## src/rtl/codec_cfg_pkg.sv

```systemverilog
// Shared constants, state encoding and the codec register table
// for the audio codec configuration sequencer.
package codec_cfg_pkg;

  localparam logic [7:0] CODEC_ADDR = 8'h34;

  typedef enum logic [3:0] {
    ST_IDLE,
    ST_LOAD,
    ST_REQ,
    ST_WAIT_BEGIN,
    ST_WAIT_END,
    ST_CHECK,
    ST_GAP,
    ST_DONE,
    ST_FAIL
  } cfg_state_t;

  // {reg[6:0], data[8:0]}; the codec reset write goes first
  localparam logic [15:0] R15_RST = {7'd15, 9'h000};
  localparam logic [15:0] R0_VAL  = {7'd0,  9'h017};
  localparam logic [15:0] R1_VAL  = {7'd1,  9'h017};
  localparam logic [15:0] R2_VAL  = {7'd2,  9'h079};
  localparam logic [15:0] R3_VAL  = {7'd3,  9'h079};
  localparam logic [15:0] R4_VAL  = {7'd4,  9'h012};
  localparam logic [15:0] R5_VAL  = {7'd5,  9'h000};
  localparam logic [15:0] R6_VAL  = {7'd6,  9'h000};
  localparam logic [15:0] R7_VAL  = {7'd7,  9'h042};
  localparam logic [15:0] R9_VAL  = {7'd9,  9'h001};

  function automatic logic [15:0] cfg_entry(input logic [3:0] idx);
    case (idx)
      4'd0:    return R15_RST;
      4'd1:    return R0_VAL;
      4'd2:    return R1_VAL;
      4'd3:    return R2_VAL;
      4'd4:    return R3_VAL;
      4'd5:    return R4_VAL;
      4'd6:    return R5_VAL;
      4'd7:    return R6_VAL;
      4'd8:    return R7_VAL;
      4'd9:    return R9_VAL;
      default: return 16'h0000;
    endcase
  endfunction

endpackage

```

## src/rtl/codec_cfg_if.sv

```systemverilog
// Handshake bundle between the sequencer (master) and the
// I2C programmer / system side (slave).
interface codec_cfg_if;
  logic        start;
  logic [23:0] i2c_data;
  logic        go;
  logic        trn_end;
  logic        ack;
  logic [3:0]  mstep;
  logic        busy;
  logic        done;
  logic        error;

  modport master (
    input  start, trn_end, ack,
    output i2c_data, go, mstep, busy, done, error
  );

  modport slave (
    output start, trn_end, ack,
    input  i2c_data, go, mstep, busy, done, error
  );
endinterface

```

## src/rtl/codec_cfg_rom.sv

```systemverilog
// Combinational index -> 24-bit I2C word lookup.
module codec_cfg_rom (
  input  logic [3:0]  idx_i,
  output logic [23:0] word_o
);
  import codec_cfg_pkg::*;

  assign word_o = {CODEC_ADDR, cfg_entry(idx_i)};

endmodule

```

## src/rtl/codec_cfg_sequencer.sv

```systemverilog
// Codec register-write sequencer driving the I2C programmer.
// Define CFG_RETRY_EN to build the per-entry NACK/timeout retry counter.
module codec_cfg_sequencer #(
  parameter int NUM_REGS       = 10,
  parameter int GAP_CYCLES     = 2000,
  parameter int TIMEOUT_CYCLES = 200000,
  parameter int MAX_RETRY      = 3
) (
  input logic         clk,
  input logic         reset,
  codec_cfg_if.master bus
);
  import codec_cfg_pkg::*;

  localparam logic [3:0]  LAST     = 4'(NUM_REGS - 1);
  localparam logic [15:0] GAP_LAST = 16'(GAP_CYCLES - 1);
  localparam logic [17:0] TMO_LAST = 18'(TIMEOUT_CYCLES - 1);
  localparam logic [23:0] WORD0    = {CODEC_ADDR, cfg_entry(4'd0)};

  cfg_state_t  state_q;
  logic [3:0]  mstep_q;
  logic [23:0] data_q;
  logic [23:0] rom_word;
  logic        go_q, busy_q, done_q, error_q, auto_q;
  logic [17:0] tmo_q;
  logic [15:0] gap_q;
  logic        te_m, te_s, ack_m, ack_s;
  logic        tmo_hit, retry_ev, can_retry, run_go, adv;

  always_ff @(posedge clk) begin
    if (reset) begin
      te_m  <= 1'b1;
      te_s  <= 1'b1;
      ack_m <= 1'b1;
      ack_s <= 1'b1;
    end else begin
      te_m  <= bus.trn_end;
      te_s  <= te_m;
      ack_m <= bus.ack;
      ack_s <= ack_m;
    end
  end

  codec_cfg_rom u_rom (
    .idx_i  (mstep_q),
    .word_o (rom_word)
  );

  assign run_go  = (state_q == ST_IDLE) && (bus.start || auto_q);
  assign adv     = (state_q == ST_CHECK) && !ack_s;
  assign tmo_hit = tmo_q >= TMO_LAST;
  // NACK at end of transfer, or a handshake edge that never came
  assign retry_ev = ((state_q == ST_CHECK) && ack_s)
                 || ((state_q == ST_WAIT_BEGIN) && te_s && tmo_hit)
                 || ((state_q == ST_WAIT_END) && !te_s && tmo_hit);

`ifdef CFG_RETRY_EN
  localparam int RW = (MAX_RETRY > 0) ? $clog2(MAX_RETRY + 1) : 1;
  logic [RW-1:0] retry_q;

  assign can_retry = int'(retry_q) < MAX_RETRY;

  always_ff @(posedge clk) begin
    if (reset) begin
      retry_q <= '0;
    end else if (run_go || adv) begin
      retry_q <= '0;
    end else if (retry_ev && can_retry) begin
      retry_q <= retry_q + RW'(1);
    end
  end
`else
  logic unused_max_retry;
  assign can_retry        = 1'b0;
  assign unused_max_retry = ^MAX_RETRY;
`endif

  always_ff @(posedge clk) begin
    if (reset) begin
      state_q <= ST_IDLE;
      go_q    <= 1'b0;
      mstep_q <= 4'd0;
      data_q  <= WORD0;
      busy_q  <= 1'b0;
      done_q  <= 1'b0;
      error_q <= 1'b0;
      auto_q  <= 1'b1;
      tmo_q   <= '0;
      gap_q   <= '0;
    end else begin
      case (state_q)
        ST_IDLE: begin
          if (run_go) begin
            auto_q  <= 1'b0;
            busy_q  <= 1'b1;
            done_q  <= 1'b0;
            error_q <= 1'b0;
            mstep_q <= 4'd0;
            state_q <= ST_LOAD;
          end
        end
        ST_LOAD: begin
          data_q  <= rom_word;
          state_q <= ST_REQ;
        end
        ST_REQ: begin
          go_q    <= 1'b1;
          tmo_q   <= '0;
          state_q <= ST_WAIT_BEGIN;
        end
        ST_WAIT_BEGIN: begin
          if (!te_s) begin
            tmo_q   <= '0;
            state_q <= ST_WAIT_END;
          end else if (tmo_q != '1) begin
            tmo_q <= tmo_q + 18'd1;
          end
        end
        ST_WAIT_END: begin
          if (te_s) begin
            tmo_q   <= '0;
            state_q <= ST_CHECK;
          end else if (tmo_q != '1) begin
            tmo_q <= tmo_q + 18'd1;
          end
        end
        ST_CHECK: begin
          go_q <= 1'b0;
          if (!ack_s) begin
            if (mstep_q == LAST) begin
              state_q <= ST_DONE;
            end else begin
              mstep_q <= mstep_q + 4'd1;
              gap_q   <= '0;
              state_q <= ST_GAP;
            end
          end
        end
        ST_GAP: begin
          if (gap_q >= GAP_LAST) begin
            gap_q   <= '0;
            state_q <= ST_LOAD;
          end else if (gap_q != '1) begin
            gap_q <= gap_q + 16'd1;
          end
        end
        ST_DONE: begin
          done_q  <= 1'b1;
          busy_q  <= 1'b0;
          state_q <= ST_IDLE;
        end
        ST_FAIL: begin
          error_q <= 1'b1;
          busy_q  <= 1'b0;
          state_q <= ST_IDLE;
        end
        default: state_q <= ST_IDLE;
      endcase
      if (retry_ev) begin
        go_q    <= 1'b0;
        tmo_q   <= '0;
        gap_q   <= '0;
        state_q <= can_retry ? ST_GAP : ST_FAIL;
      end
    end
  end

  assign bus.i2c_data = data_q;
  assign bus.go       = go_q;
  assign bus.mstep    = mstep_q;
  assign bus.busy     = busy_q;
  assign bus.done     = done_q;
  assign bus.error    = error_q;

endmodule

```

## src/flat_wrapper.sv

```systemverilog
// flat-port wrapper written by rule: the top's interface ports become plain ports
module codec_cfg_sequencer_flat import codec_cfg_pkg::*;
#(
  parameter int NUM_REGS       = 10,
  parameter int GAP_CYCLES     = 2000,
  parameter int TIMEOUT_CYCLES = 200000,
  parameter int MAX_RETRY      = 3
)
  (clk, reset, bus_start, bus_trn_end, bus_ack, bus_i2c_data, bus_go, bus_mstep, bus_busy, bus_done, bus_error);
  codec_cfg_if bus_i ();
  input logic clk;
  input logic reset;
  input wire logic [$bits(bus_i.start)-1:0] bus_start;
  input wire logic [$bits(bus_i.trn_end)-1:0] bus_trn_end;
  input wire logic [$bits(bus_i.ack)-1:0] bus_ack;
  output wire logic [$bits(bus_i.i2c_data)-1:0] bus_i2c_data;
  output wire logic [$bits(bus_i.go)-1:0] bus_go;
  output wire logic [$bits(bus_i.mstep)-1:0] bus_mstep;
  output wire logic [$bits(bus_i.busy)-1:0] bus_busy;
  output wire logic [$bits(bus_i.done)-1:0] bus_done;
  output wire logic [$bits(bus_i.error)-1:0] bus_error;
  assign bus_i.start = bus_start;
  assign bus_i.trn_end = bus_trn_end;
  assign bus_i.ack = bus_ack;
  assign bus_i2c_data = bus_i.i2c_data;
  assign bus_go = bus_i.go;
  assign bus_mstep = bus_i.mstep;
  assign bus_busy = bus_i.busy;
  assign bus_done = bus_i.done;
  assign bus_error = bus_i.error;
  codec_cfg_sequencer #(.NUM_REGS(NUM_REGS), .GAP_CYCLES(GAP_CYCLES), .TIMEOUT_CYCLES(TIMEOUT_CYCLES), .MAX_RETRY(MAX_RETRY)) u_core (.clk(clk), .reset(reset), .bus(bus_i));
endmodule
```

## config.mk

```make
export PLATFORM = sky130hd
export DESIGN_NAME = codec_cfg_sequencer_flat
export DESIGN_NICKNAME = d
export VERILOG_FILES = /design/src/rtl/codec_cfg_pkg.sv /design/src/rtl/codec_cfg_if.sv /design/src/rtl/codec_cfg_rom.sv /design/src/rtl/codec_cfg_sequencer.sv /design/src/flat_wrapper.sv
export SDC_FILE = /design/constraint.sdc
export NUM_CORES = 1
export LEC_CHECK = 0
export CAP_MARGIN = 20
export CORE_UTILIZATION = 31
export CTS_BUF_LIST = sky130_fd_sc_hd__clkbuf_8 sky130_fd_sc_hd__clkbuf_16
export DETAILED_ROUTE_END_ITERATION = 16
export SYNTH_ARGS = -nofsm -noshare
export SYNTH_HDL_FRONTEND = slang
export SYNTH_SLANG_ARGS = --single-unit
```

## constraint.sdc

```tcl
create_clock -name clk -period 5.75 [get_ports clk]
set_input_delay 0.8625 -clock clk [delete_from_list [all_inputs] [get_ports clk]]
set_output_delay 0.8625 -clock clk [all_outputs]
set_load 0.01 [all_outputs]
```

== Word level (Yosys, flattened, before mapping) ==
Memory sizes are Yosys's and may differ from the RTL's. A register that Yosys moved wholly into a read port is not among the register bits.
Cells that the tools add are included.

* Bits in registers: 67
* Bits in latches: 0
* Memory bits (writable): 0
* ROM bits: 176
* Input port bits: 5
* Output and inout port bits: 32
* Word-level logic and storage cells: 99
* Memories: 1

{| class="wikitable"
|+ Memory list
! name !! depth !! bits a word !! rd ports !! clocked after memory_dff !! wr ports !! RTL line !! source
|-
| (no name shown) || 16 || 11 || 1 || 1 || 0 || codec_cfg_pkg.sv:32 || <nowiki>case (idx)</nowiki>
|}

* $add $sub $neg: 3
* Multiply operators: 0
* Div/mod/pow operators: 0
* Order comparisons: 2
* Equality and inequality tests: 23
* Shift operators: 0
* Muxes and demuxes: 27
* Bitwise operators: 0
* Reduce and logical (&&, ||, !) cells: 28

{| class="wikitable"
|+ Operators by type and width
! operator !! count
|-
| $mux W16 || 4
|-
| $mux W18 || 3
|-
| $pmux W18 S3 || 1
|-
| $mux W4 || 9
|-
| $pmux W16 S2 || 1
|-
| $pmux W4 S7 || 1
|-
| $add A18 B1 Y18 const B || 1
|-
| $ge A18 B18 Y1 const B || 1
|-
| $ne A18 B18 Y1 const B || 1
|-
| $add A16 B1 Y16 const B || 1
|-
| $eq A4 B3 Y1 const B || 4
|-
| $ge A16 B11 Y1 const B || 1
|-
| $ne A16 B16 Y1 const B || 1
|-
| $ne A3 B1 Y1 const B || 4
|-
| $reduce_bool A2 Y1 || 6
|-
| $reduce_and A5 Y1 || 2
|-
| $eq A4 B2 Y1 const B || 2
|-
| $eq A4 B4 Y1 const B || 2
|-
| $pmux W1 S2 || 4
|-
| $pmux W4 S2 || 1
|-
| $reduce_and A2 Y1 || 4
|-
| $reduce_and A4 Y1 || 2
|-
| $logic_and A1 B1 Y1 || 6
|-
| $ne A2 B1 Y1 const B || 3
|-
| 10 further kinds || 18
|}

== Depth between registers and ports, before layout ==
Gate-level depths: netlist of the first run.

* Depth after elaboration: 7
* Depth in mapped cells: 8

== By module ==
From an unflattened synthesis of the first run, not the netlist that was laid out.

* Cells, all modules: 456
* Area total of the unflattened synthesis: 3754.9 um2

{| class="wikitable"
|+ Modules (own cells, without submodules)
! module !! instances !! cells an instance !! area each (um2) !! seq. area each (um2)
|-
| codec_cfg_sequencer || 1 || 407 || 3394.5 || 1501.4
|-
| codec_cfg_rom || 1 || 49 || 360.3 || 0.0
|}

== Worst setup path before layout of the first run ==
Ideal clock, no wire load.

* Path type: register to register
* Start: register u_core.mstep_q[1] (netlist: u_core.bus.mstep[1])
* End: register u_core.gap_q[7]
* Library setup time: 86 ps
* Arrival time: 2153 ps
* Data required time: 5664 ps
* Slack: 3511 ps
* Stages on the path, launching flop included: 8
* Path buffers: 0
* Path through: dfxtp_1 -> inv_1 -> ha_1 -> and3b_4 -> o31a_1 -> or2_1 -> or4_1 -> a211oi_1

* Longest elaborated chain between the ends: 3

{| class="wikitable"
|+ RTL lines
! what !! RTL line !! source
|-
| start, declared || codec_cfg_sequencer.sv:21 || <nowiki>logic [3:0] mstep_q;</nowiki>
|-
| start signal, assigned || codec_cfg_sequencer.sv:133 || <nowiki>mstep_q <= mstep_q + 4'd1;</nowiki>
|-
| $eq A4 B4 Y1 || codec_cfg_sequencer.sv:130 || <nowiki>if (mstep_q == LAST) begin</nowiki>
|-
| $ne A2 B2 Y1 (no source line) || -- ||
|-
| $reduce_and A4 Y1 (no source line) || -- ||
|-
| end signal, assigned || codec_cfg_sequencer.sv:144 || <nowiki>gap_q <= gap_q + 16'd1;</nowiki>
|-
| end, declared || codec_cfg_sequencer.sv:26 || <nowiki>logic [15:0] gap_q;</nowiki>
|}

Every way passes these cells.
A chain may end at the register's enable or synchronous reset.

== Worst setup path in the final report of the first run ==
Same ends and word-level chain as after synthesis.

==> out/qor.txt, run 1 <==
Outcome - completed
Synth area leaders - dfxtp_1 (39%), a21oi_1 (4.8%), nor2_1 (3.8%)
R2r startpoint - u_core.bus.mstep[1]
Area share of the largest cell type after synthesis - 38.8%
Tcrit/Tclk final - 45.0%
CTS tree - yes
Async set-reset flop share out of synthesis - 0%
CP Capture Type - flip-flop
Final Hold Viols - 0
Insertion delay to the later sink of the worst-skew pair - 340 ps
Share of cells above drive strength 1 - 7.20%
Yosys warning total - 0
Largest net degree at the start of global routing - 25
Unrepaired setup endpoints after global routing - no
Cts bufs inserted - 9
Number of setup violations in the final report - 0
ANT nets after route - 0
Layout Utilization - 37.1%
CTS sink count - 61
GP Congestion - 0.785
Vias/cell - 5.17
Synthesis-stage register bit count - 61
Final Skew - 9.73 ps
DRC - 0
Via Count - 2699
Fin crit period - 2590 ps
Max-Cap Viols - 0
Total gr overflow - 0
R2r endpoint - u_core.gap_q[7]
Internal reg-to-reg setup slack - 3160 ps
Worst rel slew slack - 32.6%
First-pass DRT Iterations - 4
Multi-input logic area - 0.00176 mm²
Hold path endpoint - u_core.ack_s
F_max - 386 MHz
H-Tree Depth - 3
# diodes - 0
VDD IR-drop max - 0.232 mV
Die Area - 0.0106 mm²
Io pins - 37
CP Class - flip-flop to flip-flop
DR iter-0 viols - 145
Vias in the first global route - 2414
Area leader, netlist - dfxtp_1
Final setup TNS - 0 ps
CTS Hold Bufs - 0
Pwr/cell area - 364 mW/mm²
Nature of the critical path startpoint - flip-flop
HP Class - flip-flop to flip-flop
Die W - 103 µm
Leak pwr - 1.22 nW
FILL cells - 1030
Worst path required time - 6000 ps
Initial antenna violation count - 0
Post-DP HPWL - 4640 µm
Clock Tree Root - clkbuf_8
Syn_area_per_cell - 8.53 µm²
Post-synth EDFFs - 0
Worst-path maximum fanout - 14
Synth Instances - 369
Row Count - 36
Final wirelength - 6770 µm
Reg2Reg Depth - 7
Max-slew violations - 0
Register area share after synthesis - 38.8%
Min-delay src - u_core.ack_m
Slew @ Worst Pin - 1000 ps
CP arrival - 2840 ps
Worst Hold Depth - 1
Total Routing Usage GR - 14.0%
Primary FF master, synth - dfxtp_1
Register Area - 0.00122 mm²
Core area - 0.00982 mm²
Max clock buf depth - 2
Fin nets - 395
Port Buffer Count - 23
Synth cell types - 59
Clock transition at path regs - 70 ps
Initial core utilization - 32.1%
Setup bufs post-CTS - 0
Syn Std Cell Area - 0.00315 mm²
Area Overhead vs Synth - 15.5%
Post-CTS sizing - 0
Die span in y - 103 µm
Per-cell routed wire length - 13.0 µm
First-pass GRT wire length - 11600 µm
-- registers in the layout (all words and copies together) (netlist names) --
signal,flops
u_core.te_s,1
u_core.bus.i2c_data,10
u_core.state_q,4
u_core.te_m,1
u_core.ack_s,1
u_core.bus.error,1
u_core.gap_q,16
u_core.bus.mstep,4
u_core.ack_m,1
u_core.tmo_q,18
u_core.bus.done,1
u_core.auto_q,1
u_core.bus.go,1
u_core.bus.busy,1
-- layer usage --
metal / GRT usage (%) / vias to the layer above / part of all wire, %
met4: 5.53 / 0 / 1.6
met5: 0 / - / 0
met1: 19.8 / 1274 / 51
met2: 20.8 / 35 / 44
met3: 2.85 / 11 / 2.8
li1: - / 1379 / -
-- worst max path at each step --
stage	from	to	slack, ps	cells past startpoint
finish	u_core.bus.mstep[1]	u_core.gap_q[7]	3160	7
global route	u_core.state_q[2]	u_core.tmo_q[16]	3010	5
CTS	u_core.bus.mstep[1]	u_core.gap_q[9]	3170	7
detailed placement	reset	u_core.tmo_q[15]	2910	4
global placement	reset	u_core.tmo_q[15]	2960	4
floorplan	u_core.bus.mstep[1]	u_core.gap_q[7]	3510	7
-- synth_stat cells, types with 3 or more instances --
cell / instances
o21ai_0: 10
buf_4: 14
inv_1: 7
a31oi_1: 7
and3_1: 6
a21oi_1: 30
nor2_1: 32
or3_1: 6
buf_2: 4
or4_1: 13
xnor2_1: 10
ha_1: 6
o31ai_1: 7
a211o_1: 4
nor2b_1: 3
or2_2: 6
nor3_1: 21
nand4_1: 5
clkbuf_1: 12
and4_1: 8
a211oi_1: 12
dfxtp_1: 61
o21a_1: 3
nand2_1: 18
nand3_1: 14
and2_1: 5
-- logic make-up after synthesis --
family | Yosys count | synth area share, %
adder cells (fa/ha/maj) | 6 | 2.38
AND/OR/NAND/NOR | 154 | 28.1
other | 2 | 0.238
AO/OA/AOI/OAI | 92 | 19.2
multiplexers | 4 | 1.35
XOR/XNOR | 12 | 3.34
flip-flops | 61 | 38.8
buffers and inverters | 38 | 6.60
-- layout make-up --
class,count,area share [%]
timing repair buffer,24,6.53
sequential,61,33.6
inverter,7,0.722
clock inverter,5,2.03
multi-input combinational,281,48.4
clock buffer,11,4.16
tap,133,4.57
-- critical path, cell delays in order, from the launching register on --
cell and delay, ps:
dfxtp_1 480, inv_1 130, ha_1 210, and3b_4 200, o31a_1 420, or2_1 340
or4_1 500, a211oi_1 220
-- power breakdown --
part	switching, W	total [W]	internal (W)
logic	0.000214	0.000371	0.000157
clock network	0.000166	0.000431	0.000265
registers	0.0000553	0.000522	0.000466
total	0.000435	0.00132	0.000888
-- through the flow --
step / std cells / worst slack [ps] / hold WS, ps / power, W / area, µm²
2_1_floorplan: 380 / 3510 / 389 / 0.000788 / 3190
3_3_place_gp: 506 / 2960 / 395 / 0.000893 / 3410
3_5_place_dp: 506 / 2910 / 397 / 0.000898 / 3410
4_1_cts: 522 / 3170 / 407 / 0.00133 / 3640
5_1_grt: 522 / 3010 / 418 / 0.00141 / 3640
6_report: 522 / 3160 / 399 / 0.00132 / 3640
-- cell usage in the layout, fill, tap and decap left out, drive strengths merged, types with 4 or more instances in the layout --
master	count
a211o	4
a211oi	12
a21oi	31
a31oi	7
and2	5
and3	6
and4	8
clkbuf	11
clkdlybuf4s50	23
conb	13
dfxtp	61
ha	6
inv	8
nand2	18
nand3	14
nand4	5
nor2	32
nor3	21
o21ai	12
o31ai	7
or2	7
or3	6
or4	13
xnor2	10
Note: power is estimated with default switching activity, not from simulation.
==> inputs of run 2 (changes only) <==
==> constraint.sdc (replaced) <==
create_clock -name clk -period 2.4 [get_ports clk]
set_input_delay 0.36 -clock clk [delete_from_list [all_inputs] [get_ports clk]]
set_output_delay 0.36 -clock clk [all_outputs]
set_load 0.01 [all_outputs]
==> run 2 against run 1 <==
  * Routed wire length grew 4.8%
  * Combinational power grew to 2.6 times the previous value
  * Sequential cell count unchanged
  * Largest cell class unchanged
==> out/qor.txt, run 2 (synthesized netlist as in run 1, its figures left out) <==
First-pass DRT Iterations - 4 (unchanged)
Register Area - 0.00122 mm² (+0.10%)
Worst path required time - 2650 ps (-3350 ps)
Row Count - 36 (unchanged)
Max-slew violations - 0 (unchanged)
Fin nets - 407 (+3.0%)
Total gr overflow - 0 (unchanged)
CTS sink count - 61 (unchanged)
R2r endpoint - u_core.gap_q[7]
Most frequent cells in the layout - dfxtp_1 (60), nor2_1 (32), a21oi_1 (30), clkdlybuf4s50_1 (23), nor3_1 (21)
Layout Utilization - 38.3% (+1.2 points)
DR iter-0 viols - 141 (-2.8%)
Slew @ Worst Pin - 822 ps (-183 ps)
Max reg flops - 18 (unchanged)
Post-DP HPWL - 5030 µm (+8.3%)
Initial antenna violation count - 0 (unchanged)
Tcrit/Tclk final - 92.4% (+47 points)
Final setup margin - 183 ps (-2980 ps)
Most common cell after layout, fill and taps aside - dfxtp_1
CP Class - flip-flop to flip-flop
R2r startpoint - u_core.state_q[0]
Cts bufs inserted - 9 (unchanged)
Initial core utilization - 32.1% (unchanged)
CP Capture Type - flip-flop
Final Hold Viols - 0 (unchanged)
Worst rel slew slack - 45.0% (+12 points)
Internal reg-to-reg setup slack - 180 ps (-2980 ps)
Pwr Total - 0.00334 W (+150%)
Per-cell routed wire length - 13.3 µm (+2.4%)
Unrepaired setup endpoints after global routing - no
Pwr/cell area - 890 mW/mm² (+140%)
Reg2Reg Depth - 5 (-2)
Insertion delay to the later sink of the worst-skew pair - 340 ps (about the same)
Reg with most FFs - u_core.tmo_q
DRC - 0 (unchanged)
Port Buffer Count - 23 (unchanged)
Worst Hold Depth - 1 (unchanged)
Core area - 0.00982 mm² (unchanged)
Final wirelength - 7100 µm (+4.8%)
Largest net degree at the start of global routing - 24 (-4.0%)
Total Routing Usage GR - 14.5% (+0.45 points)
CP arrival - 2470 ps (-370 ps)
CTS tree - yes
Nature of the critical path startpoint - flip-flop
WHS - 411 ps (+11.5 ps)
Share of cells above drive strength 1 - 9.98% (+2.8 points)
Outcome - completed
Multi-input logic area - 0.00176 mm² (unchanged)
FILL cells - 1041 (+1.1%)
Hold path endpoint - u_core.ack_s
Setup bufs post-CTS - 0 (unchanged)
First-pass GRT wire length - 11800 µm (+1.7%)
DP Worst Slack - 219 ps (-2690 ps)
Number of setup violations in the final report - 0 (unchanged)
Clock transition at path regs - 70 ps (about the same)
Vias/cell - 5.18 (+0.22%)
Worst-path maximum fanout - 15 (+1)
GP Congestion - 0.848 (+8.1%)
F_max - 451 MHz (+17%)
VDD IR-drop max - 0.446 mV (+92%)
Die Area - 0.0106 mm² (unchanged)
Max clock buf depth - 2 (unchanged)
Io pins - 37 (unchanged)
Max-Cap Viols - 0 (unchanged)
ANT nets after route - 0 (unchanged)
Vias in the first global route - 2456 (+1.7%)
Min-delay src - u_core.ack_m
# diodes - 0 (unchanged)
HP Class - flip-flop to flip-flop
Die W - 103 µm (unchanged)
Die span in y - 103 µm (unchanged)
Final Skew - 10.1 ps (+0.372 ps)
Leak pwr - 1.29 nW (+6.0%)
Area Overhead vs Synth - 19.3%
Fin crit period - 2220 ps (-371 ps)
Clock Tree Root - clkbuf_8
H-Tree Depth - 3 (unchanged)
Final setup TNS - 0 ps (unchanged)
Via Count - 2767 (+2.5%)
## run 2: layer usage
layer / vias to the layer above / part of all wire (%) / track usage, %
met5: - / 0 / 0
met4: 0 / 0.38 / 4.44
met3: 2 / 3.1 / 4.27
met2: 45 / 47 / 21.9
met1: 1316 / 49 / 19.8
li1: 1404 / - / -
## run 2: area by class of cell
type / instances / share of cell area [%]
Sequential cell: 61 / 32.5
Clock inverter: 6 / 2.73
Timing Repair Buffer: 36 / 9.06
Clock buffer: 10 / 3.66
Multi-Input combinational cell: 281 / 46.9
Inverter: 7 / 0.699
Tap cell: 133 / 4.43
## run 2: metrics by stage
| stage | cells | area (µm²) |
|---|---|---|
| finish | 534 | 3760 |
| global route | 534 | 3760 |
| CTS | 534 | 3760 |
| detailed placement | 518 | 3520 |
| global placement | 518 | 3520 |
| floorplan | 380 | 3190 |
## run 2: how the worst max path moves through the flow
stage                       end  slack, ps  depth (start not counted)                start
2_1_floorplan   u_core.gap_q[7]        160                          7  u_core.bus.mstep[1]
3_3_place_gp    u_core.gap_q[7]        270                          5    u_core.state_q[2]
3_5_place_dp    u_core.gap_q[7]        220                          5    u_core.state_q[2]
4_1_cts         u_core.gap_q[7]        190                          5    u_core.state_q[2]
5_1_grt        u_core.gap_q[10]         10                          5    u_core.state_q[0]
6_report        u_core.gap_q[7]        180                          5    u_core.state_q[0]
## run 2: report_power, final
| group | internal, W | total (W) | leakage, nW | switching, W |
|---|---|---|---|---|
| registers | 0.00112 | 0.00125 | 0.495 | 0.000129 |
| clock network | 0.000709 | 0.00112 | 0.129 | 0.000406 |
| logic | 0.000454 | 0.000982 | 0.665 | 0.000528 |
| total | 0.00228 | 0.00334 | 1.29 | 0.00106 |
## run 2: repair_timing
item	4_1_cts	5_1_grt
hold buffers	0	0
setup endpoints to repair	0	2
resized for setup	0	1
## run 2: worst max-delay path, stage by stage, from the launching register on
cell	delay, ps
dfxtp_1	590
nand4bb_1	190
o31a_1	320
or2_1	270
or4_1	510
a211oi_1	250
==> inputs of run 3 (changes only) <==
--- a/config.mk
+++ b/config.mk
@@ -5,6 +5,7 @@
 export SDC_FILE = /design/constraint.sdc
 export NUM_CORES = 1
 export LEC_CHECK = 0
+export ABC_AREA = 1
 export CAP_MARGIN = 20
 export CORE_UTILIZATION = 31
 export CTS_BUF_LIST = sky130_fd_sc_hd__clkbuf_8 sky130_fd_sc_hd__clkbuf_16
==> run 3 against run 2 <==
  * Worst hold slack got worse by 5.3 ps
  * First-iteration DRC count up 40%
  * Die area rose by 13%
  * Via count rose by 21%
  * Global-route usage grew 0.51 points
  * Utilization decreased by 0.88 points
  * Sequential power about the same
  * Critical path depth increased by 5
  * Sequential share of layout area shrank 2.9 points
  * Design area is 9.8% higher
  * Maximum frequency rose by 8.5%
  * Sequential cell count stayed put
  * Critical endpoint is now u_core.gap_q[10]
  * Largest cell class unchanged
==> out/qor.txt, run 3 <==
Reg2Reg Depth - 10 (+5)
Die Area - 0.0119 mm² (+13%)
FILL cells - 1156 (+11%)
Initial core utilization - 32.3% (+0.26 points)
Synthesis-stage register bit count - 61 (unchanged)
DRC - 0 (unchanged)
R2r endpoint - u_core.gap_q[10]
Final Skew - 8.03 ps (-2.07 ps)
Syn_area_per_cell - 6.39 µm² (-25%)
Area leader, netlist - dfxtp_1
Cell mode on critical path - nand2_1
Multi-input logic area - 0.00196 mm² (+11%)
Internal reg-to-reg setup slack - 360 ps (+170 ps)
Most common cell after layout, fill and taps aside - nand2_1
CP max stage cell - nand3_2
Worst Hold Depth - 1 (unchanged)
Share of cells above drive strength 1 - 8.38% (-1.6 points)
Reg with most FFs - u_core.tmo_q
CP peak stage delay - 490 ps (-100 ps)
Placed Cells incl. Taps - 711 (+37%)
Initial antenna violation count - 0 (unchanged)
CP arrival - 2290 ps (-180 ps)
Async set-reset flop share out of synthesis - 0% (unchanged)
Register Area - 0.00122 mm² (-0.10%)
H-Tree Depth - 3 (unchanged)
Total gr overflow - 0 (unchanged)
Worst path bufs/invs - 0 (unchanged)
VDD IR-drop max - 0.442 mV (-1.0%)
GP Congestion - 0.855 (+0.74%)
Max-Cap Viols - 0 (unchanged)
Worst path required time - 2640 ps (about the same)
Synth area leaders - dfxtp_1 (34%), nand2_1 (13%), nor2_1 (12%)
Largest net degree at the start of global routing - 32 (+33%)
First-pass DRT Iterations - 5 (+1)
ANT nets after route - 0 (unchanged)
Cell Count, Final, Fillers Out - 725 (+36%)
Post-DP HPWL - 5770 µm (+15%)
Yosys warning total - 0 (unchanged)
CTS tree - yes
Min-delay src - u_core.ack_m
Unrepaired setup endpoints after global routing - no
CP top delay family - simple AND/OR/NAND/NOR gates
Hold path endpoint - u_core.ack_s
Fin nets - 593 (+46%)
CTS sink count - 61 (unchanged)
Port Buffer Count - 23 (unchanged)
Post-synth EDFFs - 0 (unchanged)
Vias in the first global route - 3189 (+30%)
Pwr/cell area - 820 mW/mm² (-7.8%)
HP Class - flip-flop to flip-flop
Per-cell routed wire length - 11.0 µm (-17%)
Area share of the largest cell type after synthesis - 34.2% (-4.5 points)
WHS - 406 ps (-5.29 ps)
Fin crit period - 2040 ps (-174 ps)
Max reg flops - 18 (unchanged)
Io pins - 37 (unchanged)
Design area - 0.00412 mm² (+9.8%)
DR iter-0 viols - 198 (+40%)
Number of setup violations in the final report - 0 (unchanged)
Max-slew violations - 0 (unchanged)
Cts bufs inserted - 9 (unchanged)
Vias/cell - 4.64 (-11%)
Post-CTS sizing - 0 (unchanged)
# diodes - 0 (unchanged)
Worst-path maximum fanout - 31 (+16)
CP Cell Sequence - ha_1 -> nand2_2 -> o21ai_0 -> nand2_1 -> nand2_1 -> nand2_1 -> nand2_1 -> nand2_2 -> nand3_2 -> nor2_1
Row Count - 38 (+5.6%)
Synth cell count leaders - nand2_1 (128), nor2_1 (116), dfxtp_1 (61)
Worst rel slew slack - 57.6% (+13 points)
Area Overhead vs Synth - 15.6%
Post-DP Area - 0.00386 mm² (+9.7%)
Setup bufs post-CTS - 0 (unchanged)
Nature of the critical path startpoint - flip-flop
First-pass GRT wire length - 14100 µm (+19%)
Synth cell types - 36 (-39%)
Die W - 109 µm (+6.3%)
Final setup TNS - 0 ps (unchanged)
CP Class - flip-flop to flip-flop
Final wirelength - 7960 µm (+12%)
CP Capture Type - flip-flop
Clock transition at path regs - 50 ps (-20 ps)
Synth Instances - 558 (+51%)
Die span in y - 109 µm (+6.3%)
Most common cell in the netlist - nand2_1
Clock Tree Root - clkbuf_16
F_max - 490 MHz (+8.5%)
Max clock buf depth - 2 (unchanged)
Layout Utilization - 37.4% (-0.88 points)
CTS Hold Bufs - 0 (unchanged)
Final Hold Viols - 0 (unchanged)
Tcrit/Tclk final - 85.1% (-7.2 points)
Insertion delay to the later sink of the worst-skew pair - 330 ps (about the same)
Leak pwr - 1.74 nW (+35%)
Outcome - completed
R2r startpoint - u_core.tmo_q[0]
Total Routing Usage GR - 15.0% (+0.51 points)
Via Count - 3361 (+21%)
Syn Std Cell Area - 0.00357 mm² (+13%)
Primary FF master, synth - dfxtp_1
Core area - 0.0110 mm² (+12%)
Register area share after synthesis - 34.2% (-4.5 points)
Most frequent cells in the layout - nand2_1 (128), nor2_1 (116), dfxtp_1 (61), inv_1 (59), nand3_1 (52)
Slew @ Worst Pin - 635 ps (-186 ps)
==> run 3: cell types whose count changed in the layout (fill, tap and decap cells not counted), sizes merged, moves of 10 or more <==
cell	previous run	this run
a211oi	12	1
a21oi	31	17
buf	13	3
inv	9	67
nand2	18	135
nand3	14	54
nor2	32	125
nor3	21	10
o21ai	12	22
or4	13	0
==> run 3: layer usage <==
layer / global-route usage [%] / part of all wire, %
met1: 18.7 / 47
met4: 6.48 / 1.7
met3: 3.47 / 4.0
met5: 0 / 0
met2: 24.4 / 47
==> run 3: per-stage QoR <==
step | total power, W | setup WS (ps)
finish | 0.00338 | 357
global placement | 0.00223 | 419
global route | 0.00361 | 131
CTS | 0.00343 | 313
floorplan | 0.00195 | 787
detailed placement | 0.00225 | 353
==> run 3: area by class of cell <==
type | instances | area share, %
multi-input cells | 417 | 47.5
flip-flops and latches | 61 | 29.6
clock buffers | 11 | 6.13
repair buffers | 26 | 6.13
inverters | 67 | 6.10
well taps | 140 | 4.25
clock inverters | 3 | 0.334
==> run 3: cells by family after synthesis <==
| group | share of synthesized area, % |
|---|---|
| AO/OA/AOI/OAI | 6.77 |
| XOR/XNOR | 2.95 |
| adder cells (fa/ha/maj) | 2.11 |
| buffers and inverters | 12.0 |
| flip-flops | 34.2 |
| other | 0.211 |
| AND/OR/NAND/NOR | 41.7 |
==> run 3: worst max-delay path by stage <==
stage	from	cells past startpoint	to
floorplan	u_core.tmo_q[0]	10	u_core.tmo_q[8]
global placement	u_core.tmo_q[0]	10	u_core.tmo_q[10]
detailed placement	u_core.tmo_q[0]	10	u_core.gap_q[10]
CTS	u_core.tmo_q[0]	10	u_core.gap_q[10]
global route	u_core.tmo_q[0]	10	u_core.gap_q[8]
finish	u_core.tmo_q[0]	10	u_core.gap_q[10]
==> run 3: power breakdown <==
part,total (W),leakage (nW),switching (W),internal [W]
clock network,0.00115,0.138,0.000420,0.000733
registers,0.00122,0.495,0.0000952,0.00113
logic,0.00101,1.11,0.000643,0.000362
total,0.00338,1.74,0.00116,0.00222
